### config.mk
export PLATFORM = sky130hd
export DESIGN_NAME = output_register_bank
export DESIGN_NICKNAME = d
export VERILOG_FILES = /design/src/rtl/output_register_bank.sv
export SDC_FILE = /design/constraint.sdc
export NUM_CORES = 1
export LEC_CHECK = 0
export CORE_MARGIN = 2
export CORE_UTILIZATION = 40
export DETAILED_ROUTE_END_ITERATION = 8
export GPL_ROUTABILITY_DRIVEN = 1
export SLEW_MARGIN = 20
export SYNTH_ARGS = -nofsm -noshare
export SYNTH_HDL_FRONTEND = slang
export SYNTH_SLANG_ARGS = --single-unit
### constraint.sdc
create_clock -name clk -period 17.2 [get_ports clk]
set_input_delay 3.44 -clock clk [delete_from_list [all_inputs] [get_ports clk]]
set_output_delay 3.44 -clock clk [all_outputs]
set_load 0.05 [all_outputs]
### src/rtl/output_register_bank.sv
// rtl/output_register_bank.sv - indexed output register file with a round-robin dirty-slot drain port
// Optional feature: define OUTREG_OVF_CNT_EN to add ovf_count (saturating count of writes to dirty slots).
module output_register_bank #(
  parameter int DATA_W = 16,
  parameter int DEPTH  = 32,
  parameter int IDX_W  = $clog2(DEPTH)
) (
  input  logic              clk,
  input  logic              rst,
  input  logic              wr_en,
  input  logic [IDX_W-1:0]  wr_idx,
  input  logic [DATA_W-1:0] wr_data,
  input  logic              rd_en,
  input  logic [IDX_W-1:0]  rd_idx,
  output logic [DATA_W-1:0] rd_data,
  input  logic              clear_all,
  output logic              out_valid,
  input  logic              out_ready,
  output logic [IDX_W-1:0]  out_idx,
  output logic [DATA_W-1:0] out_data,
  output logic [IDX_W:0]    dirty_count
`ifdef OUTREG_OVF_CNT_EN
  ,
  output logic [7:0]        ovf_count
`endif
);

  typedef enum logic {IDLE, PRESENT} state_t;

  state_t            state, state_next;
  logic [DATA_W-1:0] mem [DEPTH];
  logic [DEPTH-1:0]  dirty, dirty_next;
  logic [IDX_W-1:0]  ptr;
  logic              rewritten;
  logic              found;
  logic [IDX_W-1:0]  sel_idx;
  logic [IDX_W-1:0]  scan_idx;
  logic [IDX_W:0]    pop;
  logic              handshake, load, wr_hit_out;

  // Descending scan so the lowest offset from ptr wins; index arithmetic wraps at DEPTH.
  always_comb begin
    found    = 1'b0;
    sel_idx  = '0;
    scan_idx = '0;
    for (int i = DEPTH - 1; i >= 0; i--) begin
      scan_idx = ptr + IDX_W'(i);
      if (dirty[scan_idx]) begin
        found   = 1'b1;
        sel_idx = scan_idx;
      end
    end
  end

  always_comb begin
    pop = '0;
    for (int i = 0; i < DEPTH; i++) begin
      pop = pop + (IDX_W+1)'(dirty[i]);
    end
  end

  always_comb begin
    state_next = state;
    case (state)
      IDLE:    if (found) state_next = PRESENT;
      PRESENT: if (out_ready) state_next = IDLE;
      default: state_next = IDLE;
    endcase
    if (clear_all) state_next = IDLE;
  end

  assign handshake  = (state == PRESENT) && out_ready && !clear_all;
  assign load       = (state == IDLE) && found && !clear_all;
  assign wr_hit_out = wr_en && (wr_idx == out_idx);

  // A slot rewritten while presented keeps its dirty bit so the new value drains later.
  always_comb begin
    dirty_next = dirty;
    if (clear_all) begin
      dirty_next = '0;
    end else begin
      if (handshake && !(rewritten || wr_hit_out)) dirty_next[out_idx] = 1'b0;
      if (wr_en) dirty_next[wr_idx] = 1'b1;
    end
  end

  always_ff @(posedge clk) begin
    if (rst) state <= IDLE;
    else     state <= state_next;
  end

  always_ff @(posedge clk) begin
    if (wr_en && !rst) mem[wr_idx] <= wr_data;
  end

  always_ff @(posedge clk) begin
    if (rst) begin
      dirty       <= '0;
      ptr         <= '0;
      out_valid   <= 1'b0;
      out_idx     <= '0;
      out_data    <= '0;
      rd_data     <= '0;
      dirty_count <= '0;
      rewritten   <= 1'b0;
    end else begin
      if (rd_en) rd_data <= mem[rd_idx];
      dirty_count <= pop;
      dirty       <= dirty_next;
      out_valid   <= (state_next == PRESENT);
      if (load) begin
        out_idx   <= sel_idx;
        out_data  <= mem[sel_idx];
        rewritten <= wr_en && (wr_idx == sel_idx);
      end else if ((state == PRESENT) && wr_hit_out) begin
        rewritten <= 1'b1;
      end
      if (handshake) ptr <= out_idx + IDX_W'(1);
    end
  end

`ifdef OUTREG_OVF_CNT_EN
  always_ff @(posedge clk) begin
    if (rst) begin
      ovf_count <= '0;
    end else if (wr_en && dirty[wr_idx] && (ovf_count != 8'hFF)) begin
      ovf_count <= ovf_count + 8'd1;
    end
  end
`endif

endmodule
==> flow_summary.json <==
{
  "finish.utilization_pct": 44.79,
  "synth_ff_type": "edfxtp_1",
  "yosys.area.top_type": "edfxtp_1",
  "use_met3_pct": 4.408,
  "synth_top_cell_area_share_pct": 43.74,
  "synth-edff-count": 512,
  "clk_pin_slew_ps": 60,
  "layout_min_cycle_time_ps": 9100,
  "rows": 108,
  "syn_area_um2": 35150,
  "slew_headroom_pct": 8.111,
  "irDropWorstVdd_v": 0.0001127,
  "grt_most_used_layer": "met2",
  "routed_wl_um": 121000,
  "wire_per_inst_um": 31.46,
  "ant_nets": 0,
  "cap_violations": 0,
  "core_um2": 86890,
  "route.detailed.drc": 0,
  "ys_seq_area_share_pct": 48.41,
  "cp.required_ps": 17680,
  "dr.pass1.iters": 6,
  "finalNetCount": 2720,
  "die_area_um2": 90260,
  "multiInputGateArea_um2": 17000,
  "yosys-top-cells-area": "edfxtp_1 44%, mux4_2 18%, mux2i_1 6.1%, dfxtp_1 4.7%, a221oi_1 2.4%",
  "worst_slew_pin_slew_ps": 1344,
  "finalClockSkew_ps": 53.45,
  "htreeDepth": 2,
  "cts-resized-gates": 0,
  "synth_nets": 2717,
  "p_per_area_nw_per_um2": 87.98,
  "track_usage_pct": 26.36,
  "rsz0062_at_grt": "no",
  "fp.dieW_um": 300.4,
  "syn_inst": 2637,
  "syn_to_final_growth_pct": 10.71,
  "grt_max_degree": 141,
  "fin_setup_tns_ps": 0,
  "leakage_nw": 12.50,
  "crit_path_start_kind": "flip-flop",
  "clk-insertion-delay-late_ps": 650,
  "period_share_pct": 52.91,
  "hold_path.class": "flip-flop to flip-flop",
  "register_area_um2": 17020,
  "outcome": "finished, final reports clean",
  "dr_total_vias": 25630,
  "initial_core_util_pct": 40.46,
  "worstSetupEndpointType": "flip-flop",
  "crit_family": "buffers and inverters",
  "cts_setup_buffers": 0,
  "use_met1_pct": 35.29,
  "grtUsageMet2_pct": 42.31,
  "fillCellCount": 7704,
  "hpwl_um": 75980,
  "cp_data_arrival_time_ps": 9580,
  "syn_area_per_cell_um2": 13.33,
  "yosys_warnings": 0,
  "ios": 76,
  "finalPower_mw": 3.424,
  "hold_buffers": 0,
  "clock_path_buffers": 3,
  "drive_gt1_share_pct": 21.47,
  "die_y_um": 300.4,
  "hold_viol": 0,
  "gr-total-overflow": 0,
  "drtIter0Drc": 3257,
  "routabilityCongestion": 0.9549,
  "path_common_cell": "buf_4",
  "cts_buffers": 61,
  "cts_tree": "done",
  "design_area_um2": 38920,
  "antenna_found_initial": 6,
  "vias_per_cell": 6.661,
  "port_buffers": 75,
  "drv_slew": 0,
  "setup_viol_count_final": 0,
  "ys_seq_elements": 594,
  "grt_pass1_wl_um": 175400,
  "crit_type": "flip-flop to flip-flop",
  "ys_types": 85,
  "grt_pass1_vias": 25240,
  "clock-sinks": 594,
  "async_reset_ff_share_pct": 0,
  "dpl-instance-area_um2": 37090,
  "path_buf_inv": 4,
  "critPathSlowestCell": "a2111oi_0",
  "path_cells": "inv_1 > ha_1 > buf_4 > mux4_2 > mux4_2 > mux2i_2 > nand3_1 > a211oi_1 > o21ai_1 > o211ai_1 > o21bai_1 > a211oi_4 > buf_4 > buf_4 > mux2i_1 > o22a_1 > o22ai_1 > a2111oi_0 > nor4_1",
  "path_max_fanout": 81,
  "cts_root_buf": "clkbuf_16",
  "n_antenna_cell": 0,
  "max_freq_mhz": 109.9,
  "max_stage_delay_ps": 1130
}
==> power by group <==
part	internal (mW)	switching (mW)	leakage [nW]
clock network	0.695	0.572	0.916
registers	1.58	0.0177	5.27
logic	0.209	0.349	6.31
==> synth_stat cells (15+ instances only) <==
| master | instances |
|---|---|
| edfxtp_1 | 512 |
| mux4_2 | 280 |
| mux2i_1 | 214 |
| nand2_1 | 172 |
| nor2_1 | 150 |
| clkbuf_1 | 118 |
| a21oi_1 | 97 |
| a221oi_1 | 95 |
| a211oi_1 | 84 |
| dfxtp_1 | 82 |
| o21ai_0 | 72 |
| inv_1 | 65 |
| buf_2 | 46 |
| o22ai_1 | 41 |
| and2_1 | 38 |
| nor3_1 | 35 |
| o22a_1 | 32 |
| nand3_1 | 31 |
| nand2b_1 | 30 |
| o211ai_1 | 28 |
| nor4_1 | 27 |
| fa_1 | 24 |
| ha_1 | 24 |
| xor2_1 | 24 |
| o21ai_1 | 23 |
| mux2_2 | 21 |
| xnor2_1 | 20 |
| a2111oi_0 | 19 |
| buf_6 | 19 |
| buf_1 | 18 |
| buf_4 | 16 |
| o31ai_1 | 16 |
| nor2b_1 | 15 |
==> registers in the layout (all words and copies together), names as in the netlist <==
signal       cells
dirty           32
dirty_count      6
mem            512
out_data        16
out_idx          5
out_valid        1
ptr              5
rd_data         16
rewritten        1
==> logic make-up (layout without fill, tap and decap cells) <==
family          count (synthesis)  after routing  synth area share, %
xor+xnor                       49             49                1.328
simple gates                  551            551                7.414
buf+inv                       287            342                3.805
compound gates                582            582                11.70
flops                         594            594                48.41
fa+ha+maj                      48             48                2.221
mux                           526            526                25.12
==> layer usage <==
layer	vias up	routed length [µm]
met5	-	61
met1	13120	47250
met3	305	10870
met4	8	5960
met2	1552	56880
li1	10640	-
==> metrics by stage <==
stage | hold WS, ps | std cells | setup WS (ps)
finish | 487.3 | 3847 | 8100
global route | 529.2 | 3847 | 8046
CTS | 489.2 | 3847 | 8424
detailed placement | 480.0 | 3732 | 8464
global placement | 473.1 | 3729 | 7689
floorplan | 531.0 | 2637 | 11300
==> placed cells by master, fill, tap and decap left out, types with 24 or more instances in the layout <==
| master | synthesis | final |
|---|---|---|
| and2_1 | 38 | 38 |
| ha_1 | 24 | 24 |
| mux2i_1 | 214 | 214 |
| buf_4 | 16 | 78 |
| dfxtp_1 | 82 | 78 |
| nand3_1 | 31 | 31 |
| nor3_1 | 35 | 35 |
| o22ai_1 | 41 | 41 |
| nor2_1 | 150 | 117 |
| nor2_2 | 0 | 28 |
| clkbuf_16 | 0 | 61 |
| nor4_1 | 27 | 27 |
| o22a_1 | 32 | 32 |
| a221oi_1 | 95 | 95 |
| nand2b_1 | 30 | 30 |
| o211ai_1 | 28 | 28 |
| mux4_2 | 280 | 280 |
| inv_1 | 65 | 65 |
| clkdlybuf4s50_1 | 0 | 55 |
| edfxtp_1 | 512 | 512 |
| nand2_1 | 172 | 170 |
| o21ai_0 | 72 | 72 |
| fa_1 | 24 | 24 |
| a211oi_1 | 84 | 84 |
| a21oi_1 | 97 | 97 |
==> final timing paths <==
path | from | endpoint | slack [ps] | depth (start not counted)
max | ptr[1] | out_data[12] | 8100 | 19
min | rd_data[1] | rd_data[1] | 490 | 2
max reg2reg | ptr[1] | out_data[12] | 8100 | 19
min reg2reg | rd_data[1] | rd_data[1] | 490 | 2
==> cell type report <==
cell class              count  area share [%]
multi-input cells        1756           43.68
well taps                1155           3.713
clock inverters            45          0.8584
clock buffers              70           4.009
inverters                  70          0.6752
repair buffers            157           3.318
flip-flops and latches    594           43.74
==> worst register-to-register path, stage by stage (launching register included) <==
cell,delay [ps]
dfxtp_4,670
inv_1,470
ha_1,780
buf_4,380
mux4_2,700
mux4_2,580
mux2i_2,520
nand3_1,260
a211oi_1,290
o21ai_1,120
o211ai_1,200
o21bai_1,150
a211oi_4,270
buf_4,650
buf_4,1010
mux2i_1,390
o22a_1,180
o22ai_1,80
a2111oi_0,1130
nor4_1,120
No activity file was read; power rests on OpenSTA's default activity.
